===== src/rtl/vga_capture_pkg.sv =====
// Shared VGA timing constants (640x480 defaults) and the capture FSM encoding.
package vga_capture_pkg;

    localparam int VGA_WIDTH       = 640;
    localparam int VGA_HEIGHT      = 480;
    localparam int VGA_HSYNC       = 96;
    localparam int VGA_HBP         = 48;
    localparam int VGA_HTOTAL      = 800;
    localparam int VGA_VSYNC       = 2;
    localparam int VGA_VBP         = 33;
    localparam int VGA_VTOTAL      = 525;
    localparam int VGA_H_ACT_START = VGA_HSYNC + VGA_HBP;
    localparam int VGA_V_ACT_START = VGA_VSYNC + VGA_VBP;
    localparam int VGA_FB_DEPTH    = VGA_WIDTH * VGA_HEIGHT;

    localparam int CNT_W  = 10;
    localparam int ADDR_W = 19;
    localparam int RGB_W  = 12;

    typedef enum logic [1:0] {
        ST_HUNT    = 2'd0,
        ST_ALIGN   = 2'd1,
        ST_CAPTURE = 2'd2
    } cap_state_t;

endpackage


===== src/rtl/vga_timing_check.sv =====
// Sync-edge-cleared saturating counter with an expected-period compare.
module vga_timing_check
    import vga_capture_pkg::*;
#(
    parameter int PERIOD = VGA_HTOTAL
) (
    input  logic             clk,
    input  logic             rstn,
    input  logic             clr,
    input  logic             step,
    output logic [CNT_W-1:0] cnt_nxt,
    output logic             at_period
);

    localparam logic [CNT_W-1:0] CNT_MAX = '1;
    localparam logic [CNT_W-1:0] LAST    = CNT_W'(PERIOD - 1);

    logic [CNT_W-1:0] cnt;

    // Saturation keeps a lost sync from wrapping back into the active window.
    always_comb begin
        cnt_nxt = cnt;
        if (clr)
            cnt_nxt = '0;
        else if (step && (cnt != CNT_MAX))
            cnt_nxt = cnt + 1'b1;
    end

    always_ff @(posedge clk or negedge rstn) begin
        if (!rstn)
            cnt <= '0;
        else
            cnt <= cnt_nxt;
    end

    assign at_period = (cnt == LAST);

endmodule


===== src/rtl/vga_capture.sv =====
// Loop-back VGA receiver: rebuilds pixel coordinates from sync edges and
// emits one framebuffer write per visible pixel once the timing has locked.
module vga_capture
    import vga_capture_pkg::*;
#(
    parameter int WIDTH  = VGA_WIDTH,
    parameter int HEIGHT = VGA_HEIGHT,
    parameter int HSYNC  = VGA_HSYNC,
    parameter int HBP    = VGA_HBP,
    parameter int HTOTAL = VGA_HTOTAL,
    parameter int VSYNC  = VGA_VSYNC,
    parameter int VBP    = VGA_VBP,
    parameter int VTOTAL = VGA_VTOTAL
) (
    input  logic              clk,
    input  logic              rstn,
    input  logic              pix_en,
    input  logic              hs,
    input  logic              vs,
    input  logic [3:0]        r,
    input  logic [3:0]        g,
    input  logic [3:0]        b,
    output logic              we,
    output logic [ADDR_W-1:0] addr,
    output logic [RGB_W-1:0]  dout,
    output logic              locked,
    output logic              frame_done,
    output logic              err,
    output cap_state_t        dbg_state
);

    localparam int H_ACT_START = HSYNC + HBP;
    localparam int V_ACT_START = VSYNC + VBP;
    localparam int FB_DEPTH    = WIDTH * HEIGHT;

    localparam logic [CNT_W-1:0]  H_LO      = CNT_W'(H_ACT_START);
    localparam logic [CNT_W-1:0]  H_HI      = CNT_W'(H_ACT_START + WIDTH);
    localparam logic [CNT_W-1:0]  V_LO      = CNT_W'(V_ACT_START);
    localparam logic [CNT_W-1:0]  V_HI      = CNT_W'(V_ACT_START + HEIGHT);
    localparam logic [ADDR_W-1:0] ADDR_LAST = ADDR_W'(FB_DEPTH - 1);

    cap_state_t        state, state_nxt;
    logic              hs_q, vs_q;
    logic              hs_fall, vs_fall;
    logic [CNT_W-1:0]  hcnt_nxt, vcnt_nxt;
    logic              h_ok, v_ok, h_bad, v_bad;
    logic              visible, wr_fire, err_set;
    logic [ADDR_W-1:0] wr_ptr;

    // Syncs idle high, so a sync that is already low at the first strobe counts as a fall.
    always_ff @(posedge clk or negedge rstn) begin
        if (!rstn) begin
            hs_q <= 1'b1;
            vs_q <= 1'b1;
        end else if (pix_en) begin
            hs_q <= hs;
            vs_q <= vs;
        end
    end

    assign hs_fall = pix_en & hs_q & ~hs;
    assign vs_fall = pix_en & vs_q & ~vs;

    vga_timing_check #(.PERIOD(HTOTAL)) u_hchk (
        .clk       (clk),
        .rstn      (rstn),
        .clr       (hs_fall | vs_fall),
        .step      (pix_en),
        .cnt_nxt   (hcnt_nxt),
        .at_period (h_ok)
    );

    vga_timing_check #(.PERIOD(VTOTAL)) u_vchk (
        .clk       (clk),
        .rstn      (rstn),
        .clr       (vs_fall),
        .step      (hs_fall),
        .cnt_nxt   (vcnt_nxt),
        .at_period (v_ok)
    );

    // A vs fall owns its edge: the line-length check is skipped when hs falls with it.
    assign h_bad   = hs_fall & ~vs_fall & ~h_ok;
    assign v_bad   = vs_fall & ~v_ok;
    assign visible = (hcnt_nxt >= H_LO) && (hcnt_nxt < H_HI) &&
                     (vcnt_nxt >= V_LO) && (vcnt_nxt < V_HI);
    assign wr_fire = (state == ST_CAPTURE) && pix_en && visible;

    always_ff @(posedge clk or negedge rstn) begin
        if (!rstn)
            state <= ST_HUNT;
        else
            state <= state_nxt;
    end

    always_comb begin
        state_nxt = state;
        err_set   = 1'b0;
        unique case (state)
            ST_HUNT: begin
                if (vs_fall)
                    state_nxt = ST_ALIGN;
            end
            ST_ALIGN: begin
                if (h_bad || v_bad)
                    state_nxt = ST_HUNT;
                else if (vs_fall)
                    state_nxt = ST_CAPTURE;
            end
            ST_CAPTURE: begin
                if (h_bad || v_bad) begin
                    state_nxt = ST_HUNT;
                    err_set   = 1'b1;
                end
            end
            default: state_nxt = ST_HUNT;
        endcase
    end

    // we is a one-clk valid with no back-pressure; addr/dout are valid while we is high and hold otherwise.
    always_ff @(posedge clk or negedge rstn) begin
        if (!rstn) begin
            we         <= 1'b0;
            addr       <= '0;
            dout       <= '0;
            frame_done <= 1'b0;
            err        <= 1'b0;
            wr_ptr     <= '0;
        end else begin
            we         <= wr_fire;
            frame_done <= wr_fire && (wr_ptr == ADDR_LAST);
            if (err_set)
                err <= 1'b1;
            if (wr_fire) begin
                addr <= wr_ptr;
                dout <= {r, g, b};
            end
            if (vs_fall)
                wr_ptr <= '0;
            else if (wr_fire && (wr_ptr != ADDR_LAST))
                wr_ptr <= wr_ptr + 1'b1;
        end
    end

    assign locked    = (state == ST_CAPTURE);
    assign dbg_state = state;

endmodule

===== config.mk =====
export PLATFORM = sky130hd
export DESIGN_NAME = vga_capture
export DESIGN_NICKNAME = d
export VERILOG_FILES = /design/src/rtl/vga_capture_pkg.sv /design/src/rtl/vga_timing_check.sv /design/src/rtl/vga_capture.sv
export SDC_FILE = /design/constraint.sdc
export NUM_CORES = 1
export LEC_CHECK = 0
export BUFFER_PORTS_ARGS = -buffer_cell sky130_fd_sc_hd__buf_2
export CAP_MARGIN = 5
export CORE_MARGIN = 2
export CORE_UTILIZATION = 45
export CTS_CLUSTER_SIZE = 20
export DETAILED_ROUTE_END_ITERATION = 16
export PLACE_DENSITY = 0.65
export SYNTH_ARGS = -nofsm -noshare
export SYNTH_HDL_FRONTEND = slang
export SYNTH_SLANG_ARGS = --single-unit
export TNS_END_PERCENT = 20

===== constraint.sdc =====
create_clock -name clk -period 4.1 [get_ports clk]
set_clock_uncertainty 0.1 [all_clocks]
set_input_delay 0.205 -clock clk [delete_from_list [all_inputs] [get_ports clk]]
set_output_delay 0.205 -clock clk [all_outputs]
set_load 0.005 [all_outputs]

==> summary.md, run 1 <==
| Metric | Value |
|---|---|
| Port bufs | 53 |
| Yosys warning count | 0 |
| Post-synthesis instance total | 356 |
| Share of the synthesized area in the top cell type | 49.1% |
| Critical path startpoint category | register |
| Share of cells above drive strength 1 | 26.6% |
| Setup crit end kind | register |
| Largest net degree at the start of global routing | 78 |
| Starting density of the core | 46.6% |
| Combined area of the multi-input logic cells | 1790 um^2 |
| Routed vias | 2,977 |
| List of most frequent post-synthesis cells | dfrtp_1, mux2_2, nand2_1 |
| Final hold vios | 0 |
| Reg power frac | 52.8% |
| Status | completed |
| Drt pass-1 iters | 4 |
| CTS Buffer Depth | 2 |
| Setup CP Type | register to register |
| Setup TNS | 0 ns |
| Final instance area | 4540 um^2 |
| Hold Crit Depth | 2 |
| Post-DP HPWL | 5.25 mm |
| CTS H-Tree Depth | 3 |
| Fmax achieved | 298 MHz |
| ANT cells | 0 |
| Pwr/cell area | 348 nW/um^2 |
| Total track usage | 18.1% |
| GP Congestion | 0.884 |
| Area after DPL | 4200 um^2 |
| Number of buffers created by CTS | 9 |
| Internal power | 1160 uW |
| Worst slack at placement | 0.708 ns |
| Async S/R FF share, synth | 100% |
| Final period demand of the worst path | 3.36 ns |
| Die height | 96.2 um |
| Vias/cell | 5.59 |
| LEAKAGE | 0.00220 uW |
| Sequential cell area fraction in the yosys report | 50.4% |
| Average size of a mapped cell | 10.7 um^2 |
| DR WL/cell | 14.5 um |
| Synth Cell Area | 3820 um^2 |
| Final Util | 55.3% |
| Register bit total from synthesis | 77 |
| R2R cell count | 9 |
| Die footprint | 9250 um^2 |
| Root Driver | clkbuf_8 |
| Crit Path Max Fanout | 21 |
| CP top delay family | simple AND/OR/NAND/NOR gates |
| Synth-to-layout area growth | 18.7% |
| Switch share | 26.6% |
| Final net count | 444 |
| Top Ports | 54 |
| Ys flop type | dfrtp_1 |
| Period utilisation layout | 82.0% |
| Hold crit path type | primary input to register |
| # setup viols final | 0 |
| # DRC | 0 |
| Levels on crit path | 9 |
| RSZ-0062 raised after global routing | false |
| NetSw | 421 uW |
| Max-slew violations | 0 |
| Final WL | 7.72 mm |
| WP data required | 4.24 ns |
| Reg area | 1930 um^2 |
| Yosys cell types | 57 |
| Synth area leaders | dfrtp_1, mux2_2, nand2_1 |
| Crit-path slowest cell | o2111ai_4 |
| Die X | 96.2 um |
| Top-count cell post-synth | dfrtp_1 |
| Core area | 8220 um^2 |
| Clock network power share | 36.4% |
| Worst path cell trace | and3b_1 -> nand4_1 -> or3_1 -> a21oi_2 -> nand2b_1 -> o22ai_1 -> o2111ai_4 -> buf_12 -> mux2_2 |
| Fillers | 732 |
| EDFF count, synth | 0 |
| Worst rel slew slack | 37.4% |
| Antenna violations before repair | 0 |
| Final worst setup slack | 0.740 ns |
| Comb power frac | 10.8% |
| Max-cap violation count | 0 |
| First-pass GRT wire length | 12.8 mm |
| TritonCTS clock tree | yes |
| Detail Route Antenna Nets | 0 |
| Worst-margin pin slew | 0.939 ns |
| Top cell type by total area after synthesis | dfrtp_1 |
| Clock latency on the worst-skew pair | 0.35 ns |
| Clock slew at reported path FFs | 0.08 ns |
| Net Count, Synth | 377 |
| Initial DRC Count | 108 |
| CTS sink count | 77 |
| GRT overflow | 0 |
| Max stage delay on crit path | 0.59 ns |
| CP Buf/Inv Count | 1 |
| Worst VDD drop | 0.194 mV |
| Vias in the first global route | 2,782 |
| Arrival @ worst endpoint | 3.50 ns |
| Rows | 33 |
==> what timing repair did <==
action / in CTS / in global routing
endpoints found under the hold margin: 88 / 0
hold buffers: 14 / 0
gates resized for setup: 0 / 0
buffers inserted: 0 / 0
==> layout make-up <==
type                    instances  share of cell area [%]
inverters                      12                   0.992
repair buffers                 71                    9.92
flip-flops and latches         77                    42.5
well taps                     105                    2.89
multi-input cells             252                    39.3
clock inverters                 6                    1.57
clock buffers                  10                    2.81
==> metal layers <==
| metal | wire [um] | vias to the layer above | part of all wire (%) | GRT usage (%) |
|---|---|---|---|---|
| li1 | - | 1448 | - | - |
| met1 | 3520 | 1460 | 46 | 22.7 |
| met2 | 3760 | 57 | 49 | 29.9 |
| met3 | 312 | 12 | 4.0 | 5.87 |
| met4 | 117 | 0 | 1.5 | 5.60 |
| met5 | 0 | - | 0 | 0 |
==> power by group through the flow <==
| stage | Combinational (uW) | Clock (uW) | Sequential (uW) |
|---|---|---|---|
| after detailed placement | 164 | 0 | 849 |
| after global placement | 157 | 0 | 848 |
| after CTS | 176 | 593 | 835 |
| after floorplan | 103 | 0 | 840 |
| after global routing | 195 | 636 | 842 |
| final | 171 | 576 | 835 |
==> final timing paths <==
check	startpoint	to	slack (ns)
worst min register to register	err	err	0.36
worst min-delay path	hs	hs_q	0.03
max in group asynchronous	rstn	u_vchk.cnt[8]	2.86
worst max-delay path	hs_q	dout[3]	0.74
min in group asynchronous	rstn	dout[6]	0.42
worst max register to register	hs_q	dout[3]	0.74
==> cells in the final DEF (no fill, tap or decap), drive strengths merged, types with 2 or more instances in the layout <==
master	instances
nand3	18
clkinv	2
or3	7
xnor2	2
a31oi	3
o21ai	12
a221o	4
a21oi	13
a211o	7
ha	4
clkbuf	10
o311ai	3
nor3b	7
a31o	2
nand4	8
nor2b	6
mux2	31
nand2	26
and3	7
and2	6
o31ai	6
or2	2
a211oi	2
dfrtp	75
clkinvlp	2
dlygate4sd3	14
xor2	5
buf	57
dfstp	2
o211ai	5
nor2	19
mux2i	5
nand2b	4
inv	13
and4	9
nor3	16
==> metrics by stage <==
stage / total power, uW / hold WS, ns / cells
2_1_floorplan: 944 / -0.191 / 356
3_3_place_gp: 1000 / 0.317 / 503
3_5_place_dp: 1010 / 0.325 / 503
4_1_cts: 1600 / 0.0154 / 533
5_1_grt: 1670 / 0.0126 / 533
6_report: 1580 / 0.0285 / 533
==> flip-flops by register name (all words and copies together), names as in the netlist <==
register and cells:
hs_q 1, we 1, err 1, u_vchk.cnt 10, addr 19, wr_ptr 19
dbg_state 2, frame_done 1, dout 12, vs_q 1, u_hchk.cnt 10
==> cell families after synthesis <==
| family | count (synthesis) | share of synthesized area, % |
|---|---|---|
| buffers and inverters | 27 | 3.27 |
| XOR/XNOR | 7 | 1.60 |
| adder cells (fa/ha/maj) | 4 | 1.31 |
| multiplexers | 36 | 10.4 |
| AO/OA/AOI/OAI | 63 | 12.2 |
| AND/OR/NAND/NOR | 142 | 20.7 |
| flip-flops | 77 | 50.4 |
Note: power is estimated with default switching activity, not from simulation.
==> run 2, diff against run 1 <==
Settings changed: PLACE_DENSITY 0.65 to 0.68.
Clock period 4.1 ns to 2.8 ns, I/O delays scaled along.
==> summary.md, run 2 (synthesis gave the netlist of run 1 again) <==
| Metric | Value |
|---|---|
| Initial DRC Count | 152 (was 108) |
| Critical path startpoint category | register (unchanged) |
| Total track usage | 19.6% (was 18.1%) |
| Largest net degree at the start of global routing | 78 (unchanged) |
| Max-slew violations | 0 (unchanged) |
| Final Power | 2460 uW (was 1580 uW) |
| Rows | 33 (unchanged) |
| Worst rel slew slack | 34.4% (was 37.4%) |
| Clock slew at reported path FFs | 0.09 ns (was 0.08 ns) |
| DR WL/cell | 15.7 um (was 14.5 um) |
| Final worst setup slack | -0.215 ns (was 0.740 ns) |
| Share of cells above drive strength 1 | 39.2% (was 26.6%) |
| Arrival @ worst endpoint | 3.16 ns (was 3.50 ns) |
| Pwr/cell area | 469 nW/um^2 (was 348 nW/um^2) |
| Reg area | 1930 um^2 (unchanged) |
| Vias in the first global route | 3,073 (was 2,782) |
| Final net count | 503 (was 444) |
| Fmax achieved | 332 MHz (was 298 MHz) |
| Switch share | 27.0% (was 26.6%) |
| Combined area of the multi-input logic cells | 1930 um^2 (was 1790 um^2) |
| Final instance count without filler cells | 592 (was 533) |
| Fillers | 642 (was 732) |
| Comb power frac | 14.4% (was 10.8%) |
| CTS sink count | 77 (unchanged) |
| Clock network power share | 36.2% (was 36.4%) |
| Period utilisation layout | 108% (was 82.0%) |
| Root Driver | clkbuf_8 (unchanged) |
| First-pass GRT wire length | 14.1 mm (was 12.8 mm) |
| CTS Buffer Depth | 2 (unchanged) |
| Post-Place Cells | 540 (was 503) |
| Hold Crit Depth | 4 (was 2) |
| Worst-margin pin slew | 0.984 ns (was 0.939 ns) |
| Internal power | 1800 uW (was 1160 uW) |
| Most frequent cells in the layout | dfrtp_1, buf_2, buf_4 (was dfrtp_1, buf_2, mux2_2) |
| Synth-to-layout area growth | 37.1% (was 18.7%) |
| Core area | 8220 um^2 (unchanged) |
| Final period demand of the worst path | 3.01 ns (was 3.36 ns) |
| Largest regs | addr: 19 flops, wr_ptr: 19 flops, dout: 12 flops (unchanged) |
| Setup CP Type | register to register (unchanged) |
| Final WL | 9.29 mm (was 7.72 mm) |
| GP Congestion | 0.870 (was 0.884) |
| Port bufs | 53 (unchanged) |
| Final instance area | 5250 um^2 (was 4540 um^2) |
| Post-DP HPWL | 5.76 mm (was 5.25 mm) |
| R2R cell count | 11 (was 9) |
| Worst slack at placement | -0.210 ns (was 0.708 ns) |
| Clock latency on the worst-skew pair | 0.35 ns (about the same) |
| Reg power frac | 49.4% (was 52.8%) |
| Area after DPL | 4490 um^2 (was 4200 um^2) |
| Hold crit path type | primary input to register (unchanged) |
| LEAKAGE | 0.00256 uW (was 0.00220 uW) |
| NetSw | 664 uW (was 421 uW) |
| TritonCTS clock tree | yes (unchanged) |
| # DRC | 0 (unchanged) |
| CTS H-Tree Depth | 3 (unchanged) |
| Die X | 96.2 um (unchanged) |
| ANT cells | 0 (unchanged) |
| # setup viols final | 50 (was 0) |
| Commonest non-fill, non-tap cell in the layout | dfrtp_1 (unchanged) |
| Setup TNS | -7.79 ns (was 0 ns) |
| Crit Path Max Fanout | 7 (was 21) |
| WP data required | 2.94 ns (was 4.24 ns) |
| RSZ-0062 raised after global routing | true (was false) |
| Setup crit end kind | register (unchanged) |
| Status | finished, violations left (was completed) |
| Top Ports | 54 (unchanged) |
| Final hold vios | 0 (unchanged) |
| Worst VDD drop | 0.254 mV (was 0.194 mV) |
| Failing checks | setup timing |
| GRT overflow | 0 (unchanged) |
| Drt pass-1 iters | 4 (unchanged) |
| Number of buffers created by CTS | 9 (unchanged) |
| Die height | 96.2 um (unchanged) |
| Starting density of the core | 46.6% (unchanged) |
| Detail Route Antenna Nets | 0 (unchanged) |
| Antenna violations before repair | 0 (unchanged) |
| Die footprint | 9250 um^2 (unchanged) |
| Max-cap violation count | 0 (unchanged) |
| Vias/cell | 5.53 (was 5.59) |
| Routed vias | 3,275 (was 2,977) |
==> run 2: through the flow <==
step / hold WS (ns) / utilization (%)
2_1_floorplan: -0.256 / -
3_3_place_gp: 0.257 / 54.7
3_5_place_dp: 0.263 / 54.7
4_1_cts: 0.154 / 60.1
5_1_grt: 0.170 / 63.8
6_report: 0.164 / 63.8
==> run 2: final timing paths <==
path | startpoint | slack, ns | endpoint
worst max-delay path | hs_q | -0.21 | addr[7]
worst min-delay path | pix_en | 0.16 | u_hchk.cnt[1]
worst max register to register | hs_q | -0.21 | addr[7]
worst min register to register | err | 0.36 | err
max in group asynchronous | rstn | 1.58 | wr_ptr[15]
min in group asynchronous | rstn | 0.38 | dout[8]
==> run 2: power by group through the flow <==
stage / logic [uW] / clock network [uW] / registers (uW)
6_report: 354 / 891 / 1220
5_1_grt: 400 / 961 / 1230
4_1_cts: 336 / 914 / 1210
3_5_place_dp: 311 / 0 / 1230
3_3_place_gp: 302 / 0 / 1220
2_1_floorplan: 152 / 0 / 1230
==> run 2: area by class of cell <==
class / instances / area share (%)
tap: 105 / 2.50
sequential: 77 / 36.8
clock buffer: 11 / 2.70
inverter: 12 / 0.859
multi-input combinational: 252 / 36.8
timing repair buffer: 130 / 19.1
clock inverter: 5 / 1.29
==> run 2: critical path: stages (launching register included) <==
cell	delay, ns
dfstp_2	0.53
and3b_2	0.26
o31ai_4	0.12
buf_4	0.15
or3_4	0.37
a21oi_4	0.15
nor3_2	0.07
and4bb_2	0.26
o2111ai_4	0.22
buf_12	0.17
clkbuf_16	0.16
mux2_2	0.33
==> run 2: what timing repair did <==
| item | CTS | global route |
|---|---|---|
| hold buffers | 17 | 0 |
| buffers inserted | 4 | 12 |
| endpoints found under the hold margin | 89 | 0 |
| pin swaps | 2 | 12 |
| setup endpoints to repair | 48 | 51 |
| gates cloned | 0 | 3 |
| gates resized for setup | 9 | 29 |
==> run 2: metal layers <==
metal	wire length, um	part of all wire, %	global-route usage [%]
met1	4080	44	25.6
met4	159	1.7	7.14
met3	328	3.5	3.52
met2	4720	51	32.6
met5	0	0	0
==> run 3, diff against run 2 <==
Settings changed: ABC_AREA set to 1, PLACE_DENSITY 0.68 to 0.67, SETUP_SLACK_MARGIN set to 0.15.
==> summary.md, run 3 <==
| Metric | Value |
|---|---|
| Status | completed (was finished, violations left) |
| Root Driver | clkbuf_8 (unchanged) |
| Starting density of the core | 45.7% (was 46.6%) |
| FF-to-FF Start | u_hchk.cnt[0] (was hs_q) |
| Synth-to-layout area growth | 23.0% (was 37.1%) |
| RSZ-0062 raised after global routing | true (unchanged) |
| LEAKAGE | 0.00279 uW (was 0.00256 uW) |
| Hold path startpoint | pix_en (unchanged) |
| GP Congestion | 0.881 (was 0.870) |
| Final net count | 637 (was 503) |
| Yosys warning count | 0 (unchanged) |
| Net Count, Synth | 554 (was 377) |
| Final Power | 2520 uW (was 2460 uW) |
| Average size of a mapped cell | 7.81 um^2 (was 10.7 um^2) |
| Largest regs | addr: 19 flops, wr_ptr: 19 flops, dout: 12 flops (unchanged) |
| Async S/R FF share, synth | 100% (unchanged) |
| Clock slew at reported path FFs | 0.08 ns (was 0.09 ns) |
| GRT overflow | 0 (unchanged) |
| # setup viols final | 0 (was 50) |
| CTS sink count | 77 (unchanged) |
| List of most frequent post-synthesis cells | nand2_1, dfrtp_1, inv_1 (was dfrtp_1, mux2_2, nand2_1) |
| Final period demand of the worst path | 2.51 ns (was 3.01 ns) |
| TritonCTS clock tree | yes (unchanged) |
| Total track usage | 20.1% (was 19.6%) |
| Post-synthesis instance total | 533 (was 356) |
| Antenna violations before repair | 0 (unchanged) |
| Worst VDD drop | 0.220 mV (was 0.254 mV) |
| Core area | 9110 um^2 (was 8220 um^2) |
| Area after DPL | 4530 um^2 (was 4490 um^2) |
| Arrival @ worst endpoint | 2.69 ns (was 3.16 ns) |
| Critical path origin | u_hchk.cnt[0] (was hs_q) |
| Worst rel slew slack | 35.7% (was 34.4%) |
| Register bit total from synthesis | 77 (unchanged) |
| Yosys cell types | 36 (was 57) |
| First-pass GRT wire length | 16.3 mm (was 14.1 mm) |
| Synth area leaders | dfrtp_1, nand2_1, nand3_1 (was dfrtp_1, mux2_2, nand2_1) |
| Final WL | 9.92 mm (was 9.29 mm) |
| Die height | 100 um (was 96.2 um) |
| Vias in the first global route | 3,529 (was 3,073) |
| Period utilisation layout | 89.7% (was 108%) |
| Max-cap violation count | 0 (unchanged) |
| Port bufs | 53 (unchanged) |
| ANT cells | 0 (unchanged) |
| Commonest non-fill, non-tap cell in the layout | nand2_1 (was dfrtp_1) |
| Drt pass-1 iters | 4 (unchanged) |
| Initial DRC Count | 146 (was 152) |
| Die footprint | 10,000 um^2 (was 9250 um^2) |
| Top-count cell post-synth | nand2_1 (was dfrtp_1) |
| Final instance count without filler cells | 732 (was 592) |
| Setup crit end kind | register (unchanged) |
| Fmax achieved | 398 MHz (was 332 MHz) |
| DR WL/cell | 13.5 um (was 15.7 um) |
| Share of cells above drive strength 1 | 21.4% (was 39.2%) |
| Setup CP Type | register to register (unchanged) |
| Crit Path Max Fanout | 12 (was 7) |
| Pwr/cell area | 493 nW/um^2 (was 469 nW/um^2) |
| EDFF count, synth | 0 (unchanged) |
| Sequential cell area fraction in the yosys report | 46.4% (was 50.4%) |
| CTS H-Tree Depth | 3 (unchanged) |
| Worst-margin pin slew | 0.965 ns (was 0.984 ns) |
| Die X | 100 um (was 96.2 um) |
| Top Ports | 54 (unchanged) |
| Critical path startpoint category | register (unchanged) |
| Detail Route Antenna Nets | 0 (unchanged) |
| Share of the synthesized area in the top cell type | 45.1% (was 49.1%) |
| Max-slew violations | 0 (unchanged) |
| Fillers | 852 (was 642) |
| Most frequent cells in the layout | nand2_1, dfrtp_1, inv_1 (was dfrtp_1, buf_2, buf_4) |
| Vias/cell | 5.24 (was 5.53) |
| Routed vias | 3,834 (was 3,275) |
| Largest net degree at the start of global routing | 78 (unchanged) |
| Setup TNS | 0 ns (was -7.79 ns) |
| Number of buffers created by CTS | 9 (unchanged) |
| Top cell type by total area after synthesis | dfrtp_1 (unchanged) |
| Hold crit path type | primary input to register (unchanged) |
| Final instance area | 5120 um^2 (was 5250 um^2) |
| CTS Buffer Depth | 2 (unchanged) |
| # DRC | 0 (unchanged) |
| Clock latency on the worst-skew pair | 0.35 ns (about the same) |
| Final Hold Slack | 0.0391 ns (was 0.164 ns) |
| WP data required | 2.97 ns (was 2.94 ns) |
| Final hold vios | 0 (unchanged) |
| Synth Cell Area | 4160 um^2 (was 3820 um^2) |
| Post-Place Cells | 688 (was 540) |
| Post-DP HPWL | 6.27 mm (was 5.76 mm) |
| Ys flop type | dfrtp_1 (unchanged) |
| Rows | 35 (was 33) |
[run 3: layer usage]
layer	wire length (um)	vias up	track usage [%]
met5	0	-	0
met4	144	0	8.11
met3	424	17	2.99
met2	4950	98	32.8
met1	4400	1828	27.0
li1	-	1891	-
[run 3: logic make-up (layout without fill, tap and decap cells)]
kind of cell | after synthesis | count (layout) | synth area share, %
XOR/XNOR | 8 | 8 | 1.68
flip-flops | 77 | 77 | 46.4
adder cells (fa/ha/maj) | 4 | 4 | 1.20
AO/OA/AOI/OAI | 53 | 53 | 7.67
buffers and inverters | 82 | 169 | 8.87
AND/OR/NAND/NOR | 309 | 310 | 34.2
[run 3: worst paths after layout]
path	endpoint	slack (ns)	depth (start not counted)
setup / recovery	addr[7]	0.29	17
hold / removal	vs_q	0.04	3
setup reg to reg	addr[7]	0.29	17
hold reg to reg	err	0.37	1
max in group asynchronous	u_vchk.cnt[1]	1.53	2
min in group asynchronous	wr_ptr[9]	0.39	2
[run 3: stage by stage]
stage          utilization, %  setup slack, ns
2_1_floorplan               -            0.425
3_3_place_gp             49.7            0.163
3_5_place_dp             49.7            0.113
4_1_cts                  53.7            0.157
5_1_grt                  56.2            0.102
6_report                 56.2            0.287
[run 3: final cells by class]
class / count / area, um^2 / share of cell area [%]
clock inverters: 7 / 90.1 / 1.76
repair buffers: 88 / 658 / 12.9
flip-flops and latches: 77 / 1930 / 37.7
well taps: 111 / 139 / 2.71
inverters: 65 / 244 / 4.77
multi-input cells: 375 / 1930 / 37.8
clock buffers: 9 / 124 / 2.42
[run 3: what timing repair did]
| item | CTS | global route |
|---|---|---|
| buffers inserted | 0 | 9 |
| hold buffers | 15 | 0 |
| endpoints found under the setup margin | 28 | 52 |
| pin swaps | 0 | 8 |
| gates resized for setup | 1 | 15 |
| gates cloned | 0 | 4 |
| endpoints found under the hold margin | 89 | 0 |
[run 3: power breakdown]
part | internal (uW) | total, uW | leakage (uW) | switching [uW]
sequential | 1200 | 1260 | 0.00105 | 60.1
clock | 497 | 915 | 0.000105 | 418
combinational | 155 | 353 | 0.00163 | 198
total | 1850 | 2520 | 0.00279 | 676
[run 3: critical path: stages (launching register included)]
cell and delay (ns):
dfrtp_1 0.39, ha_2 0.21, nand2_2 0.08, nor2_4 0.15, nand3_4 0.14, nand2_4 0.14, nand2_1 0.09, nand3_2 0.09
nand2_1 0.05, nor2_1 0.09, nor2_1 0.05, nor2_1 0.14, nand2_2 0.12, nor2_8 0.14, buf_12 0.15, clkbuf_16 0.17
nor2_1 0.05, a21oi_2 0.09
